$ cat config.mk
export PLATFORM = sky130hd
export DESIGN_NAME = imem_arbiter_flat
export DESIGN_NICKNAME = d
export VERILOG_FILES = /design/src/rtl/imem_arbiter_if.sv /design/src/rtl/imem_arbiter.sv /design/src/flat_wrapper.sv
export SDC_FILE = /design/constraint.sdc
export NUM_CORES = 1
export LEC_CHECK = 0
export CAP_MARGIN = 20
export CORE_AREA = 2 2 94 96
export DETAILED_ROUTE_END_ITERATION = 12
export DIE_AREA = 0 0 96 98
export PLACE_DENSITY_LB_ADDON = 0.05
export SYNTH_ARGS = -nofsm -noshare
export SYNTH_HDL_FRONTEND = slang
export SYNTH_SLANG_ARGS = --single-unit
$ cat constraint.sdc
create_clock -name clock_i -period 3 [get_ports clock_i]
set_clock_uncertainty 0.05 [all_clocks]
set_input_delay 0.6 -clock clock_i [delete_from_list [all_inputs] [get_ports clock_i]]
set_output_delay 0.6 -clock clock_i [all_outputs]
set_load 0.1 [all_outputs]
$ cat src/rtl/imem_arbiter_if.sv
// Instruction-memory arbiter bus: fetch port, loader write port and the memory port.
// The arbiter takes the slave modport; fetch, loader and memory models use master.
interface imem_arbiter_if #(
    parameter int ADDR_WIDTH = 14,
    parameter int DATA_WIDTH = 32
);
    logic                  f_req;
    logic [ADDR_WIDTH-1:0] f_addr;
    logic                  f_gnt;
    logic                  f_rvalid;
    logic [DATA_WIDTH-1:0] f_rdata;

    logic                  l_wvalid;
    logic [ADDR_WIDTH-1:0] l_waddr;
    logic [DATA_WIDTH-1:0] l_wdata;
    logic                  l_wready;

    logic                  mem_en;
    logic                  mem_we;
    logic [ADDR_WIDTH-1:0] mem_addr;
    logic [DATA_WIDTH-1:0] mem_wdata;
    logic [DATA_WIDTH-1:0] mem_rdata;

    modport slave (
        input  f_req, f_addr, l_wvalid, l_waddr, l_wdata, mem_rdata,
        output f_gnt, f_rvalid, f_rdata, l_wready,
               mem_en, mem_we, mem_addr, mem_wdata
    );

    modport master (
        output f_req, f_addr, l_wvalid, l_waddr, l_wdata, mem_rdata,
        input  f_gnt, f_rvalid, f_rdata, l_wready,
               mem_en, mem_we, mem_addr, mem_wdata
    );
endinterface

$ cat src/rtl/imem_arbiter.sv
// Single-port instruction memory arbiter: loader owns memory in boot, fetch has priority in run.
// Optional performance counters are built when IMEM_ARB_PERF_EN is defined.
module imem_arbiter #(
    parameter int ADDR_WIDTH   = 14,
    parameter int DATA_WIDTH   = 32,
    parameter int STARVE_LIMIT = 4
) (
    input  logic          clock_i,
    input  logic          reset_ni,
    input  logic          boot_mode_i,
    imem_arbiter_if.slave bus,
    output logic          core_stall_o,
    output logic          load_done_o,
    output logic [31:0]   perf_stall_cnt_o,
    output logic [31:0]   perf_load_cnt_o
);
    typedef enum logic [1:0] {BOOT, RUN, DRAIN} state_t;

    localparam logic [3:0] LIMIT = 4'(STARVE_LIMIT);

    state_t     state_q;
    logic [3:0] starve_q, starve_d;
    logic       f_rvalid_q;
    logic       load_done_q;

    logic       loader_win;
    logic       f_gnt;
    logic       l_wready;
    logic       mem_en;
    logic       mem_we;

    // Grants are combinational and forced low while reset is asserted.
    always_comb begin
        f_gnt      = 1'b0;
        l_wready   = 1'b0;
        mem_en     = 1'b0;
        mem_we     = 1'b0;
        loader_win = bus.l_wvalid & (~bus.f_req | (starve_q == LIMIT));
        if (reset_ni) begin
            unique case (state_q)
                BOOT: begin
                    l_wready = bus.l_wvalid;
                    mem_en   = bus.l_wvalid;
                    mem_we   = bus.l_wvalid;
                end
                RUN: begin
                    if (loader_win) begin
                        l_wready = 1'b1;
                        mem_en   = 1'b1;
                        mem_we   = 1'b1;
                    end else if (bus.f_req) begin
                        f_gnt  = 1'b1;
                        mem_en = 1'b1;
                    end
                end
                default: ;
            endcase
        end
    end

    always_comb begin
        if (l_wready || !bus.l_wvalid) begin
            starve_d = 4'd0;
        end else if (f_gnt && starve_q != LIMIT) begin
            starve_d = starve_q + 4'd1;
        end else begin
            starve_d = starve_q;
        end
    end

    always_ff @(posedge clock_i or negedge reset_ni) begin
        if (!reset_ni) begin
            state_q     <= BOOT;
            starve_q    <= 4'd0;
            f_rvalid_q  <= 1'b0;
            load_done_q <= 1'b0;
        end else begin
            starve_q    <= starve_d;
            f_rvalid_q  <= f_gnt;
            load_done_q <= 1'b0;
            unique case (state_q)
                BOOT: begin
                    // A pending loader write holds off the switch to run.
                    if (!boot_mode_i && !bus.l_wvalid) begin
                        state_q     <= RUN;
                        load_done_q <= 1'b1;
                    end
                end
                RUN:     if (boot_mode_i) state_q <= DRAIN;
                DRAIN:   state_q <= BOOT;
                default: state_q <= BOOT;
            endcase
        end
    end

    assign bus.f_gnt     = f_gnt;
    assign bus.l_wready  = l_wready;
    assign bus.f_rvalid  = f_rvalid_q;
    assign bus.f_rdata   = bus.mem_rdata;
    assign bus.mem_en    = mem_en;
    assign bus.mem_we    = mem_we;
    assign bus.mem_addr  = mem_we ? bus.l_waddr : bus.f_addr;
    assign bus.mem_wdata = bus.l_wdata;

    assign core_stall_o = ~reset_ni | (state_q != RUN) | (bus.f_req & ~f_gnt);
    assign load_done_o  = load_done_q;

`ifdef IMEM_ARB_PERF_EN
    logic [31:0] perf_stall_q;
    logic [31:0] perf_load_q;

    always_ff @(posedge clock_i or negedge reset_ni) begin
        if (!reset_ni) begin
            perf_stall_q <= 32'd0;
            perf_load_q  <= 32'd0;
        end else begin
            if (state_q == RUN && bus.f_req && !f_gnt) perf_stall_q <= perf_stall_q + 32'd1;
            if (l_wready)                              perf_load_q  <= perf_load_q + 32'd1;
        end
    end

    assign perf_stall_cnt_o = perf_stall_q;
    assign perf_load_cnt_o  = perf_load_q;
`else
    assign perf_stall_cnt_o = 32'd0;
    assign perf_load_cnt_o  = 32'd0;
`endif
endmodule
$ cat src/flat_wrapper.sv
// flat-port wrapper written by rule: the top's interface ports become plain ports
module imem_arbiter_flat 
#(
    parameter int ADDR_WIDTH   = 14,
    parameter int DATA_WIDTH   = 32,
    parameter int STARVE_LIMIT = 4
)
  (clock_i, reset_ni, boot_mode_i, core_stall_o, load_done_o, perf_stall_cnt_o, perf_load_cnt_o, bus_f_req, bus_f_addr, bus_l_wvalid, bus_l_waddr, bus_l_wdata, bus_mem_rdata, bus_f_gnt, bus_f_rvalid, bus_f_rdata, bus_l_wready, bus_mem_en, bus_mem_we, bus_mem_addr, bus_mem_wdata);
  imem_arbiter_if #(.ADDR_WIDTH(ADDR_WIDTH), .DATA_WIDTH(DATA_WIDTH)) bus_i ();
  input  logic clock_i;
  input  logic reset_ni;
  input  logic boot_mode_i;
  output logic core_stall_o;
  output logic load_done_o;
  output logic [31:0] perf_stall_cnt_o;
  output logic [31:0] perf_load_cnt_o;
  input wire logic [$bits(bus_i.f_req)-1:0] bus_f_req;
  input wire logic [$bits(bus_i.f_addr)-1:0] bus_f_addr;
  input wire logic [$bits(bus_i.l_wvalid)-1:0] bus_l_wvalid;
  input wire logic [$bits(bus_i.l_waddr)-1:0] bus_l_waddr;
  input wire logic [$bits(bus_i.l_wdata)-1:0] bus_l_wdata;
  input wire logic [$bits(bus_i.mem_rdata)-1:0] bus_mem_rdata;
  output wire logic [$bits(bus_i.f_gnt)-1:0] bus_f_gnt;
  output wire logic [$bits(bus_i.f_rvalid)-1:0] bus_f_rvalid;
  output wire logic [$bits(bus_i.f_rdata)-1:0] bus_f_rdata;
  output wire logic [$bits(bus_i.l_wready)-1:0] bus_l_wready;
  output wire logic [$bits(bus_i.mem_en)-1:0] bus_mem_en;
  output wire logic [$bits(bus_i.mem_we)-1:0] bus_mem_we;
  output wire logic [$bits(bus_i.mem_addr)-1:0] bus_mem_addr;
  output wire logic [$bits(bus_i.mem_wdata)-1:0] bus_mem_wdata;
  assign bus_i.f_req = bus_f_req;
  assign bus_i.f_addr = bus_f_addr;
  assign bus_i.l_wvalid = bus_l_wvalid;
  assign bus_i.l_waddr = bus_l_waddr;
  assign bus_i.l_wdata = bus_l_wdata;
  assign bus_i.mem_rdata = bus_mem_rdata;
  assign bus_f_gnt = bus_i.f_gnt;
  assign bus_f_rvalid = bus_i.f_rvalid;
  assign bus_f_rdata = bus_i.f_rdata;
  assign bus_l_wready = bus_i.l_wready;
  assign bus_mem_en = bus_i.mem_en;
  assign bus_mem_we = bus_i.mem_we;
  assign bus_mem_addr = bus_i.mem_addr;
  assign bus_mem_wdata = bus_i.mem_wdata;
  imem_arbiter #(.ADDR_WIDTH(ADDR_WIDTH), .DATA_WIDTH(DATA_WIDTH), .STARVE_LIMIT(STARVE_LIMIT)) u_core (.clock_i(clock_i), .reset_ni(reset_ni), .boot_mode_i(boot_mode_i), .bus(bus_i), .core_stall_o(core_stall_o), .load_done_o(load_done_o), .perf_stall_cnt_o(perf_stall_cnt_o), .perf_load_cnt_o(perf_load_cnt_o));
endmodule
# --- After elaboration in Yosys (flattened, before gate mapping) ---
# Cells that the tools add are included.
word_totals:
  mem_bits_ro: 0
  inputBits: 97
  mem_count: 0
  ram_bits: 0
  output_inout_bits: 149
  latch_bits: 0
  elab_cells: 45
  register_bits: 8
classes:
  multipliers: 0
  n_mux: 18
  div: 0
  reduce_logical: 8
  bitwise: 8
  n_eq_ne: 6
  magnitude_cmp: 0
  shifts: 0
  add_sub_neg: 1
ops:
  columns: ["operator", "n"]
  rows:
  - ["$mux 14", 1]
  - ["$mux 1", 10]
  - ["$mux 4", 2]
  - ["$add 4x1->4 const B", 1]
  - ["$eq 4x3->1 const B", 1]
  - ["$mux 2", 2]
  - ["$ne 2x1->1 const B", 2]
  - ["$ne 4x3->1 const B", 1]
  - ["$pmux 1 s2", 2]
  - ["$pmux 2 s2", 1]
  - ["$not 1->1", 3]
  - ["$or 1x1->1", 3]
  - ["$and 1x1->1", 2]
  - ["$eq 2x1->1 const B", 1]
  - ["$logic_and 1x1->1", 2]
  - ["$logic_not 1->1", 2]
  - ["$logic_not 2->1", 1]
  - ["$ne 2x2->1 const B", 1]
  - ["$reduce_and 2->1", 1]
  - ["$reduce_bool 2->1", 1]
  - ["$logic_or 1x1->1", 1]

# --- Logic depth before layout (Yosys ltp) ---
logic_depth:
  depth_word: 9
  mapped_depth: 6
  depth_no_buf: 5

# --- Worst setup path after synthesis ---
# OpenSTA, ideal clock, no wires.
synth_path:
  kind: "register to output"
  startpoint: "register u_core.starve_q[0]"
  endpoint: "output bus_f_gnt"
  path_stages_with_launch: 6
  required_ns: 2.350
  arrival_time_ns: 2.914
  slack_ns: -0.564
  path_cell_list: "dfrtp_1 inv_1 ha_1 nand3b_4 a21oi_1 nor3_1"
synth_via:
  elab_chain_cells: 6
synth_lines:
  columns: ["element", "line_no", "text"]
  rows:
  - ["from (decl)", "imem_arbiter.sv:22", "logic [3:0] starve_q, starve_d;"]
  - ["from (signal assigned)", "imem_arbiter.sv:78", "starve_q <= starve_d;"]
  - ["$eq 4x3->1", "imem_arbiter.sv:38", "loader_win = bus.l_wvalid & (~bus.f_req | (starve_q == LIMIT));"]
  - ["$or 1x1->1", "imem_arbiter.sv:38", null]
  - ["$and 1x1->1", "imem_arbiter.sv:38", null]
  - ["$mux 1", "imem_arbiter.sv:47", "if (loader_win) begin"]
  - ["$mux 1", "imem_arbiter.sv:40", "unique case (state_q)"]
  - ["$mux 1", "imem_arbiter.sv:39", "if (reset_ni) begin"]
  - ["to (decl)", "flat_wrapper.sv:23", "output wire logic [$bits(bus_i.f_gnt)-1:0] bus_f_gnt;"]
# No other way between the ends.

# --- Worst setup path after layout ---
layout_path:
  startpoint: "input bus_f_req"
  endpoint: "output bus_mem_addr[13]"
layout_via:
  elab_chain_cells: 7
layout_lines:
  columns: ["element", "line_no", "text"]
  rows:
  - ["from (decl)", "flat_wrapper.sv:17", "input wire logic [$bits(bus_i.f_req)-1:0] bus_f_req;"]
  - ["$not 1->1", "imem_arbiter.sv:38", null]
  - ["$or 1x1->1", "imem_arbiter.sv:38", null]
  - ["$and 1x1->1", "imem_arbiter.sv:38", null]
  - ["$mux 1", "imem_arbiter.sv:47", null]
  - ["$pmux 1 s2", "imem_arbiter.sv:40", null]
  - ["$mux 1", "imem_arbiter.sv:39", null]
  - ["$mux 14", "imem_arbiter.sv:102", "assign bus.mem_addr = mem_we ? bus.l_waddr : bus.f_addr;"]
  - ["to (decl)", "flat_wrapper.sv:29", "output wire logic [$bits(bus_i.mem_addr)-1:0] bus_mem_addr;"]
# No other way between the ends.

==> impl_metrics.json <==
{
  "max_freq_ghz": 0.346,
  "first_global_vias": 1024,
  "cp-endpoint": "bus_mem_addr[13]",
  "min_period_over_period": 0.964,
  "rsz0062_at_grt": "no",
  "hold_buffers": 0,
  "path_class": "in -> out",
  "finalCriticalPeriod_ps": 2890,
  "ioPinCount": 246,
  "grt_max_degree": 17,
  "ir_drop_mv": 0.103,
  "placed_area_um2": 1800,
  "met2_usage": 0.144,
  "ys_ff_latch": 8,
  "p_per_area_nw_per_um2": 515,
  "rr_worst_depth": 5,
  "clk_path_buf_depth": 2,
  "final_cell_area_um2": 1840,
  "cp_cell_sequence": "clkdlybuf4s50_1 -> and2_1 -> a211oi_4 -> buf_12 -> mux2_2 -> buf_12",
  "setup_viol": 0,
  "grt_usage": 0.0791,
  "path_max_fanout": 16,
  "timing.max_cap.violations": 0,
  "hp-class": "reg -> reg",
  "timing.final.hold_violations": 0,
  "stdcell_count": 295,
  "cp_common_cell": "buf_12",
  "cts_buffers": 3,
  "fin_util": 0.218,
  "seq_area_um2": 200,
  "antenna_found_initial": 0,
  "yosys.area.top_type": "buf_4",
  "cts.clk_slew.worst_paths_ps": 40,
  "cts_tree": "done",
  "cts_root_buf": "clkbuf_8",
  "gp_congestion": 0.687,
  "cp_num_cells": 6,
  "die_area_um2": 9410,
  "status": "finished clean",
  "cp.required_ps": 2350,
  "drive_above_1_share": 0.262,
  "synth_top_area_frac": 0.587,
  "post-place-cells": 292,
  "worst_ep_arrival_time_ps": 2240,
  "setup.worst_path.start": "bus_f_req",
  "critPathBufInv": 3,
  "h-tree-depth": 1,
  "drv_slew": 0,
  "drc": 0,
  "cts_resized": 0,
  "use_met3": 0.0340,
  "power_frac_clock": 0.136,
  "die_h_um": 98,
  "combPwrFrac": 0.743,
  "post_drt_wl_per_cell_um": 12.9,
  "p_leak_nw": 0.848,
  "p_int_mw": 0.346,
  "start_util": 0.195,
  "dp.final_hpwl_um": 3380,
  "ant_nets": 0,
  "top_usage_layer": "met2",
  "diodes": 0,
  "initialDrtViolationCount": 27,
  "worstSkewPairLatency_ps": 230,
  "yosysWarnings": 0,
  "post-cts-setup-buffers": 0,
  "wirelength_um": 3810,
  "firstDrtPassIters": 4,
  "dieWidth_um": 96,
  "cts.sinks": 8,
  "cpPeakStageDelay_ps": 430,
  "grt_pass1_wl_um": 5600,
  "netlist_area_um2": 1650,
  "ys_types": 28,
  "hold_start": "u_core.state_q[1]",
  "crit_family": "buffers and inverters",
  "worstReg2RegStart": "u_core.starve_q[0]",
  "p_total_mw": 0.950,
  "worstReg2RegEnd": "u_core.starve_q[2]",
  "fin_nets": 288,
  "setup_tns_ps": 0,
  "multi_input_area_um2": 676,
  "reg2reg_slack_ps": 1540,
  "core_area_um2": 8470,
  "synth.avg_cell_area_um2": 8.55,
  "swShare": 0.636,
  "overflow": 0,
  "rows": 34,
  "pwr-share-seq": 0.122,
  "netlist_top_cells_area": "buf_4 (59%), dfrtp_1 (12%), mux2_4 (8.2%)",
  "synthCells": 193,
  "num_vias": 973,
  "vias_per_cell": 3.30,
  "p_switching_mw": 0.604,
  "cp-end-kind": "output port",
  "grtUsageMet1": 0.0686,
  "io_buffers": 53,
  "n_fill_cell": 947,
  "syn_to_final_growth_pct": 11.8,
  "worst_setup_path_start_kind": "primary input",
  "synth_seq_area_share": 0.121,
  "slowest_stage": "clkdlybuf4s50_1"
}
[power groups by stage]
stage | registers, mW | logic [mW] | clock network [mW]
after floorplan | 0.125 | 1.01 | 0
after global placement | 0.117 | 0.708 | 0
after detailed placement | 0.117 | 0.707 | 0
after CTS | 0.115 | 0.707 | 0.137
after global routing | 0.116 | 0.723 | 0.145
final | 0.115 | 0.706 | 0.129
[worst min-delay path by stage]
| stage | to | slack (ps) | cells after the start |
|---|---|---|---|
| finish | u_core.state_q[1] | 440 | 1 |
| global placement | u_core.state_q[1] | 440 | 1 |
| global route | u_core.state_q[1] | 470 | 1 |
| detailed placement | u_core.state_q[1] | 440 | 1 |
| floorplan | u_core.bus.f_rvalid | 250 | 0 |
| CTS | u_core.state_q[1] | 450 | 1 |
[cells in the final DEF, fill, tap and decap left out, types with 2 or more instances in the layout]
master	netlist	final
mux2_4	9	9
nor2_1	2	2
nand3_1	3	3
inv_1	3	3
clkdlybuf4s50_1	0	32
a21oi_1	4	4
mux2_2	5	5
conb_1	1	64
nand2_1	6	6
buf_12	1	20
nand4_1	4	4
dfrtp_1	8	8
ha_1	2	2
buf_4	129	8
clkbuf_8	0	3
nor4_1	2	2
[cell families (layout without fill, tap and decap cells)]
logic type / Yosys count / in the layout / share of synthesized area
flip-flops: 8 / 8 / 0.121
other: 1 / 64 / 0.00227
AND/OR/NAND/NOR: 24 / 24 / 0.0872
adder cells (fa/ha/maj): 2 / 2 / 0.0152
buffers and inverters: 135 / 66 / 0.616
AO/OA/AOI/OAI: 9 / 9 / 0.0425
multiplexers: 14 / 14 / 0.116
[worst register-to-register path: cells and delay by family (launching register included)]
| family | cells | cell delay, ps |
|---|---|---|
| AOI/OAI and AO/OA | 2 | 340 |
| adders and majority gates | 1 | 200 |
| and+or+nand+nor | 1 | 230 |
| buffers and inverters | 1 | 110 |
| DFF | 1 | 420 |
[per-stage QoR]
stage / hold slack [ps] / setup WS [ps]
3_3_place_gp: 441 / 102
2_1_floorplan: 254 / 76.5
3_5_place_dp: 441 / 107
6_report: 445 / 107
4_1_cts: 447 / 101
5_1_grt: 472 / 28.6
[metal layers]
layer	up-vias	part of all wire
met5	-	0
li1	416	-
met2	71	0.57
met4	0	0.058
met1	458	0.29
met3	28	0.084
[state kept, by name, indices dropped and copies added (netlist names)]
register             cells
u_core.state_q           2
u_core.bus.f_rvalid      1
u_core.load_done_o       1
u_core.starve_q          4
[cell type report]
class / count / area share
Clock buffer: 3 / 0.0224
Sequential cell: 8 / 0.109
Multi-Input combinational cell: 113 / 0.366
Inverter: 3 / 0.00611
Timing Repair Buffer: 60 / 0.423
Tap cell: 108 / 0.0733
[cells in the mapped netlist]
cell type	count
buf_12	1
buf_4	129
a21oi_1	4
a211oi_4	1
a31oi_1	1
nand2_1	6
a31o_2	1
and4b_1	1
nor2b_1	1
mux2_2	5
ha_1	2
nand2b_1	1
o21a_1	1
and2b_1	1
inv_1	3
buf_6	1
and2_1	1
nand3b_4	1
o31ai_1	1
mux2_4	9
nand3_1	3
dfrtp_1	8
nor3_1	1
buf_2	1
conb_1	1
nor2_1	2
nand4_1	4
nor4_1	2
(Power assumes the default switching activity.)
